File: config.mk
export PLATFORM = sky130hd
export DESIGN_NAME = seven_seg_digit_driver
export DESIGN_NICKNAME = d
export VERILOG_FILES = /design/src/rtl/seven_seg_digit_driver.sv
export SDC_FILE = /design/constraint.sdc
export NUM_CORES = 1
export LEC_CHECK = 0
export CORE_UTILIZATION = 45
export CTS_CLUSTER_DIAMETER = 30
export CTS_CLUSTER_SIZE = 24
export DETAILED_ROUTE_END_ITERATION = 10
export PLACE_DENSITY = 0.69
export SLEW_MARGIN = 10
export SYNTH_ARGS = -nofsm -noshare
export SYNTH_HDL_FRONTEND = slang
export SYNTH_SLANG_ARGS = --single-unit
File: constraint.sdc
create_clock -name div_clock -period 3.15 [get_ports div_clock]
set_input_delay 0.315 -clock div_clock [delete_from_list [all_inputs] [get_ports div_clock]]
set_output_delay 0.315 -clock div_clock [all_outputs]
set_load 0.05 [all_outputs]
File: src/rtl/seven_seg_digit_driver.sv
// Seven-segment digit driver: follows the scanner's active-low anode ring and emits the
// selected digit's segments, with frame-aligned commit of new display values.
module seven_seg_digit_driver #(
    parameter bit          SEG_ACTIVE_LOW = 1'b1,
    parameter logic [15:0] RESET_VALUE    = 16'h0000
) (
    input  logic        div_clock,
    input  logic        reset,
    input  logic [3:0]  anode,
    input  logic [15:0] value,
    input  logic [3:0]  dp,
    input  logic        blank_lz,
    input  logic        load,
    output logic        pending,
    output logic        committed,
    output logic [3:0]  anode_out,
    output logic [6:0]  seg,
    output logic        dp_n,
    output logic        err
);

    localparam logic [6:0] SEG_OFF = SEG_ACTIVE_LOW ? 7'h7F : 7'h00;
    localparam logic       DP_OFF  = SEG_ACTIVE_LOW ? 1'b1 : 1'b0;

    // Active-low hex font, bit order {g,f,e,d,c,b,a}
    function automatic logic [6:0] hex_to_seg(input logic [3:0] nib);
        logic [6:0] code;
        case (nib)
            4'h0:    code = 7'h40;
            4'h1:    code = 7'h79;
            4'h2:    code = 7'h24;
            4'h3:    code = 7'h30;
            4'h4:    code = 7'h19;
            4'h5:    code = 7'h12;
            4'h6:    code = 7'h02;
            4'h7:    code = 7'h78;
            4'h8:    code = 7'h00;
            4'h9:    code = 7'h10;
            4'hA:    code = 7'h08;
            4'hB:    code = 7'h03;
            4'hC:    code = 7'h46;
            4'hD:    code = 7'h21;
            4'hE:    code = 7'h06;
            4'hF:    code = 7'h0E;
            default: code = 7'h7F;
        endcase
        return code;
    endfunction

    logic [15:0] display_r;
    logic [3:0]  dp_reg_r;
    logic [15:0] pend_buf_r;
    logic [3:0]  pend_dp_r;
    logic        pending_r;
    logic        committed_r;
    logic [3:0]  anode_out_r;
    logic [6:0]  seg_r;
    logic        dp_n_r;
    logic        err_r;

    logic        boundary_s;
    logic        legal_s;
    logic [1:0]  digit_idx_s;
    logic [3:0]  nibble_s;
    logic        blank_s;
    logic [6:0]  seg_raw_s;
    logic [6:0]  seg_next_s;
    logic        dp_n_next_s;

    // Anode decode, digit selection, leading-zero blanking and polarity
    always_comb begin
        boundary_s  = (anode == 4'b0111);
        legal_s     = 1'b0;
        digit_idx_s = 2'd0;
        nibble_s    = 4'h0;
        blank_s     = 1'b0;
        seg_raw_s   = 7'h7F;
        seg_next_s  = SEG_OFF;
        dp_n_next_s = DP_OFF;

        case (anode)
            4'b1110: begin legal_s = 1'b1; digit_idx_s = 2'd0; end
            4'b1101: begin legal_s = 1'b1; digit_idx_s = 2'd1; end
            4'b1011: begin legal_s = 1'b1; digit_idx_s = 2'd2; end
            4'b0111: begin legal_s = 1'b1; digit_idx_s = 2'd3; end
            default: begin legal_s = 1'b0; digit_idx_s = 2'd0; end
        endcase

        // A digit is a leading zero when it and every higher nibble are zero
        case (digit_idx_s)
            2'd0:    begin nibble_s = display_r[3:0];   blank_s = 1'b0; end
            2'd1:    begin nibble_s = display_r[7:4];   blank_s = (display_r[15:4] == 12'h000); end
            2'd2:    begin nibble_s = display_r[11:8];  blank_s = (display_r[15:8] == 8'h00); end
            2'd3:    begin nibble_s = display_r[15:12]; blank_s = (display_r[15:12] == 4'h0); end
            default: begin nibble_s = 4'h0;             blank_s = 1'b0; end
        endcase

        if (blank_lz && blank_s) begin
            seg_raw_s = 7'h7F;
        end else begin
            seg_raw_s = hex_to_seg(nibble_s);
        end

        if (legal_s) begin
            seg_next_s  = SEG_ACTIVE_LOW ? seg_raw_s : ~seg_raw_s;
            dp_n_next_s = SEG_ACTIVE_LOW ? ~dp_reg_r[digit_idx_s] : dp_reg_r[digit_idx_s];
        end else begin
            seg_next_s  = SEG_OFF;
            dp_n_next_s = DP_OFF;
        end
    end

    // Pending buffer and frame-boundary commit into the display register
    always_ff @(posedge div_clock or posedge reset) begin
        if (reset) begin
            display_r   <= RESET_VALUE;
            dp_reg_r    <= 4'h0;
            pend_buf_r  <= 16'h0000;
            pend_dp_r   <= 4'h0;
            pending_r   <= 1'b0;
            committed_r <= 1'b0;
        end else if (boundary_s && pending_r) begin
            display_r   <= pend_buf_r;
            dp_reg_r    <= pend_dp_r;
            committed_r <= 1'b1;
            if (load) begin
                pend_buf_r <= value;
                pend_dp_r  <= dp;
                pending_r  <= 1'b1;
            end else begin
                pending_r  <= 1'b0;
            end
        end else if (load) begin
            pend_buf_r  <= value;
            pend_dp_r   <= dp;
            pending_r   <= 1'b1;
            committed_r <= 1'b0;
        end else begin
            committed_r <= 1'b0;
        end
    end

    // Output pad registers: anode and segments move on the same edge
    always_ff @(posedge div_clock or posedge reset) begin
        if (reset) begin
            anode_out_r <= 4'hF;
            seg_r       <= SEG_OFF;
            dp_n_r      <= DP_OFF;
        end else if (legal_s) begin
            anode_out_r <= anode;
            seg_r       <= seg_next_s;
            dp_n_r      <= dp_n_next_s;
        end else begin
            anode_out_r <= 4'hF;
            seg_r       <= SEG_OFF;
            dp_n_r      <= DP_OFF;
        end
    end

    // Sticky illegal-anode flag
    always_ff @(posedge div_clock or posedge reset) begin
        if (reset) begin
            err_r <= 1'b0;
        end else if (!legal_s) begin
            err_r <= 1'b1;
        end else begin
            err_r <= err_r;
        end
    end

    assign pending   = pending_r;
    assign committed = committed_r;
    assign anode_out = anode_out_r;
    assign seg       = seg_r;
    assign dp_n      = dp_n_r;
    assign err       = err_r;

endmodule

==> flow_summary.ini, run 1 <==
[synth]
synthArstFlopShare_pct = 100
syn-instance-count = 186
seq_area_frac_synth_pct = 54.7
synth_top_cell_by_area = dfrtp_1
synth.area.top_cells = dfrtp_1 42%, mux2_2 18%, dfstp_2 12%
synth_top_flop_cell = dfrtp_1
synth-edff-count = 0
syn_nets = 220
synth_commonest_cells = 43 x dfrtp_1, 40 x mux2_2, 12 x dfstp_2, 8 x inv_1
ys_types = 43
ys_ff_latch = 55
syn_avg_cell_area_um2 = 13.7
netlist.area_leader.share_pct = 42.3
ys_warn_count = 0
yosysMostFrequentCell = dfrtp_1
netlist_area_um2 = 2540

[drt]
first_pass_iters = 4
drt_iter0_drc = 68
drc = 0
totalWireLength_um = 4230
vias = 1582
wire_per_inst_um = 14.1
routed_via_density = 5.26
final_antenna_net_count = 0

[floorplanning]
dieArea_um2 = 5960
initial_core_util_pct = 46.5
io_pins = 43
die_w_um = 77.2
fp-row-count = 27
die_h_um = 77.2
core_um2 = 5470

[pwr]
p_sw_share_pct = 29.3
power.share.sequential_pct = 48.4
power_uw = 1890
ir_worst_vdd_mv = 0.237
power_frac_comb_pct = 26.4
power.switching_uw = 553
powerDensity_nw_per_um2 = 603
leakage_uw = 0.00128
power_frac_clock_pct = 25.2
p_int_uw = 1330

[cells_and_area]
syn2layout_area_growth_pct = 22.9
num_antenna_cells = 0
nFillCells = 471
multi_input_area_um2 = 1040
nNetsFinal = 262
drive_gt1_share_pct = 32.3
regArea_um2 = 1390
fin_area_um2 = 3130

[global_route]
grt_pass1_vias = 1551
antenna_found_initial = 0
globalRoute.totalOverflow = 0
grt_pass1_wl_um = 7480
grt_max_degree = 52
grt_usage_pct = 16.4

[sta]
slew-limit-headroom_pct = 34.1
finalMaxSlewViolations = 0
period_share_pct = 82.2
hold_viol = 0
timing.fmax_mhz = 386
setup_ws_ns = 0.562
setup_tns_ns = 0
finalSetupViolations = 0
fin_crit_ns = 2.59
finalClockSkew_ns = 0.00340
worst_slew_pin_slew_ns = 0.988
rsz0062_at_grt = no

[flow_run]
max_cap_violations = 0

[clock_network]
cts_resized = 0
cts_inserted_buffers = 5
cts.hold.buffers_added = 0
cts_setup_buffers = 0
path_clk_slew_ns = 0.09
cts_tree = done
clk_latency_ns = 0.30
cts_sinks = 55
htreeDepth = 2
clock_path_buffers = 2
ctsRootBufferMaster = clkbuf_8

[status]
outcome = finished clean

[setup_path]
crit_type = in -> reg
rrSetupSlack_ns = 1.31
crit_path_max_incr_delay_ns = 0.65
cp-start-kind = input port
slowest_stage = clkdlybuf4s50_1
crit_required_ns = 3.36
cp_max_fo = 12
cp-end-kind = flop
cp.arrival_ns = 2.80
path_cells = clkdlybuf4s50_1, and4b_1, a31oi_4, a221o_1, inv_1, ha_1, nor2b_1, a211oi_1, o21ai_1

[place]
placement.io_buffers = 42
post_dp_cell_area_um2 = 3010
gp_congestion = 0.771
pre_cts_slack_ns = 0.270
post-dp-hpwl_um = 3060

[min_path]
hold_path.class = reg -> reg
metal layers:
metal  global-route usage, %  share of wire, %  wire length (µm)
met1                    21.3                47              1990
met2                    25.9                48              2020
met3                    3.93               3.9               165
met4                    7.17               1.4                60
met5                       0                 0                 0
power groups by stage:
stage | sequential, µW | combinational (µW) | clock [µW]
2_1_floorplan | 981 | 306 | 0
3_3_place_gp | 928 | 493 | 0
3_5_place_dp | 930 | 498 | 0
4_1_cts | 916 | 501 | 492
5_1_grt | 932 | 541 | 524
6_report | 914 | 497 | 475
sequential cells by signal (all words and copies together) (netlist names):
| register | count |
|---|---|
| pend_dp_r | 4 |
| seg | 7 |
| anode_out | 4 |
| pending | 1 |
| dp_n | 1 |
| display_r | 16 |
| err | 1 |
| pend_buf_r | 16 |
| dp_reg_r | 4 |
| committed | 1 |
cells by family after synthesis:
kind of cell               Yosys count  synth area share (%)
DFF                                 55                  54.7
muxes                               45                  19.7
AOI/OAI and AO/OA                   30                  10.7
and+or+nand+nor                     29                  7.08
buffers and inverters               20                  4.28
adders and majority gates            6                  2.95
xor gates and xnor gates             1                 0.639
worst max-delay path: cells and delay by family:
kind	cells	cell delay, ns
adder cells (fa/ha/maj)	1	0.27
AND/OR/NAND/NOR	2	0.57
AO/OA/AOI/OAI	4	0.86
buffers and inverters	2	0.78
placed cells by master, fill, tap and decap left out, drive strengths merged, types with 2 or more instances in the layout:
| master | netlist | routed |
|---|---|---|
| clkbuf | 3 | 6 |
| a22oi | 3 | 3 |
| and4b | 2 | 2 |
| o221ai | 6 | 6 |
| nand2b | 2 | 2 |
| a221o | 3 | 3 |
| nand3 | 2 | 2 |
| mux2 | 40 | 40 |
| inv | 9 | 9 |
| o21ai | 4 | 4 |
| mux2i | 5 | 5 |
| nor4 | 2 | 2 |
| ha | 6 | 6 |
| clkdlybuf4s50 | 0 | 42 |
| nand2 | 7 | 7 |
| a21o | 3 | 3 |
| a21oi | 2 | 2 |
| nand3b | 4 | 4 |
| nor2b | 2 | 2 |
| a211oi | 2 | 2 |
| buf | 8 | 4 |
| dfrtp | 43 | 43 |
| dfstp | 12 | 12 |
| a31oi | 2 | 2 |
| nor2 | 4 | 4 |
final cells by class:
class / count / area share [%]
flip-flops and latches: 55 / 44.5
clock inverters: 2 / 1.12
inverters: 9 / 1.08
well taps: 72 / 2.88
repair buffers: 46 / 14.4
multi-input cells: 111 / 33.4
clock buffers: 6 / 2.64
metrics by stage:
stage / utilization [%] / std cells / hold slack, ns
2_1_floorplan: - / 186 / 0.400
3_3_place_gp: 55.0 / 293 / 0.445
3_5_place_dp: 55.0 / 293 / 0.448
4_1_cts: 57.2 / 301 / 0.461
5_1_grt: 57.2 / 301 / 0.507
6_report: 57.2 / 301 / 0.459
final timing paths:
kind | from | endpoint | cells after the start
min in group asynchronous | reset | display_r[6] | 2
max reg2reg | display_r[13] | seg[3] | 8
max | anode[0] | seg[3] | 9
min reg2reg | dp_reg_r[3] | dp_n | 1
min | dp_reg_r[3] | dp_n | 1
max in group asynchronous | reset | seg[1] | 3
(Power assumes the default switching activity.)
==> run 2: changes to the inputs <==
--- a/config.mk
+++ b/config.mk
@@ -9,7 +9,7 @@
 export CTS_CLUSTER_DIAMETER = 30
 export CTS_CLUSTER_SIZE = 24
 export DETAILED_ROUTE_END_ITERATION = 10
-export PLACE_DENSITY = 0.69
+export PLACE_DENSITY = 0.72
 export SLEW_MARGIN = 10
 export SYNTH_ARGS = -nofsm -noshare
 export SYNTH_HDL_FRONTEND = slang
==> constraint.sdc (replaced) <==
create_clock -name div_clock -period 2.25 [get_ports div_clock]
set_input_delay 0.225 -clock div_clock [delete_from_list [all_inputs] [get_ports div_clock]]
set_output_delay 0.225 -clock div_clock [all_outputs]
set_load 0.05 [all_outputs]
==> run 2 against run 1 <==
  * Sequential power up 40%
  * Worst hold slack worse by 0.23 ns
  * Cell area is 5.4% higher
  * Clock skew is 0.0021 ns higher
  * Critical path type unchanged
  * Clock power increased by 39%
  * Flip-flop and latch count unchanged
==> flow_summary.ini, run 2 (synthesized netlist as in run 1, its figures left out) <==
[floorplanning]
fp-row-count = 27
dieArea_um2 = 5960
io_pins = 43
die_w_um = 77.2
die_h_um = 77.2
initial_core_util_pct = 46.5
core_um2 = 5470

[cells_and_area]
fin_area_um2 = 3300
nNetsFinal = 281
nFillCells = 474
regArea_um2 = 1390
multi_input_area_um2 = 1040
layout_commonest_cell = dfrtp_1
syn2layout_area_growth_pct = 29.6
final_cell_mix = 43 x dfrtp_1, 41 x clkdlybuf4s50_1, 40 x mux2_2
final_util_pct = 60.3
num_antenna_cells = 0
drive_gt1_share_pct = 37.5

[clock_network]
cts_tree = done
cts_sinks = 55
ctsRootBufferMaster = clkbuf_8
htreeDepth = 2
cts_setup_buffers = 0
cts_inserted_buffers = 5
cts.hold.buffers_added = 0
path_clk_slew_ns = 0.09
clk_latency_ns = 0.31
clock_path_buffers = 2

[global_route]
grt_usage_pct = 17.5
grt_pass1_vias = 1719
antenna_found_initial = 0
globalRoute.totalOverflow = 0
grt_pass1_wl_um = 8160
grt_max_degree = 36

[sta]
finalSetupViolations = 0
slew-limit-headroom_pct = 66.9
fin_crit_ns = 2.05
finalClockSkew_ns = 0.00554
rsz0062_at_grt = no
period_share_pct = 91.2
finalMaxSlewViolations = 0
holdWs_ns = 0.229
setup_ws_ns = 0.198
setup_tns_ns = 0
worst_slew_pin_slew_ns = 0.494
timing.fmax_mhz = 487
hold_viol = 0

[drt]
drt_iter0_drc = 53
routed_via_density = 5.06
vias = 1618
first_pass_iters = 4
wire_per_inst_um = 14.1
drc = 0
totalWireLength_um = 4520
final_antenna_net_count = 0

[setup_path]
cp_max_fo = 6
worstReg2RegEnd = seg[3]
rrSetupSlack_ns = 0.54
cp-end-kind = flop
r2r-start = display_r[12]
cp-start-kind = input port
reg2regPathDepth = 8
crit_required_ns = 2.49
crit_type = in -> reg
cp.arrival_ns = 2.29

[flow_run]
max_cap_violations = 0

[status]
outcome = finished clean

[pwr]
powerDensity_nw_per_um2 = 821
leakage_uw = 0.00139
ir_worst_vdd_mv = 0.323

[place]
placement.io_buffers = 42
pre_cts_slack_ns = -0.180
post_dp_cell_area_um2 = 3180
gp_congestion = 0.876
post-dp-hpwl_um = 3400

[min_path]
hold_path.class = in -> async
## run 2: changes by cell type in the layout (fill, tap and decap cells not counted)
| cell | change |
|---|---|
| buf_12 | +2 |
| buf_4 | +17 |
| clkdlybuf4s50_1 | -1 |
| dlymetal6s2s_1 | +1 |
## run 2: per-stage QoR
step	total power (µW)	std cells
finish	2710	320
global placement	2050	312
floorplan	1800	186
CTS	2740	320
global route	2870	320
detailed placement	2070	312
## run 2: layout make-up
class / count / share of cell area [%]
Sequential cell: 55 / 42.2
Multi-Input combinational cell: 111 / 31.7
Timing Repair Buffer: 65 / 18.8
Tap cell: 72 / 2.73
Clock buffer: 6 / 2.50
Clock inverter: 2 / 1.06
Inverter: 9 / 1.02
## run 2: what timing repair did
item | CTS | global route
gates resized for setup | 0 | 1
setup endpoints to repair | 0 | 4
endpoints found under the hold margin | 0 | 0
## run 2: routing by layer
metal / GRT usage (%) / wire length, µm / vias to the layer above
met2: 30.6 / 2310 / 27
met1: 21.1 / 2020 / 789
met3: 3.57 / 115 / 7
met5: 0 / 0 / -
li1: - / - / 795
met4: 6.60 / 77 / 0
## run 2: how the worst max path moves through the flow
stage / startpoint / end / slack (ns) / depth (start not counted)
after floorplan: anode[1] / seg[3] / 0.26 / 10
after global placement: anode[2] / seg[3] / -0.11 / 10
after detailed placement: anode[2] / seg[3] / -0.18 / 10
after CTS: anode[2] / seg[3] / 0.13 / 10
after global routing: anode[1] / seg[3] / 0.04 / 9
final: anode[1] / seg[3] / 0.20 / 9
## run 2: critical path, stage by stage
cell and delay [ns]:
clkdlybuf4s50_1 0.64, and4b_1 0.31, a31oi_4 0.06, a221o_2 0.38, inv_1 0.11, ha_1 0.24
nor2_1 0.11, a211oi_1 0.05, o21ai_1 0.15
## run 2: power by group
group / switching (µW) / internal, µW
combinational: 379 / 388
clock: 302 / 360
sequential: 109 / 1170
total: 789 / 1920
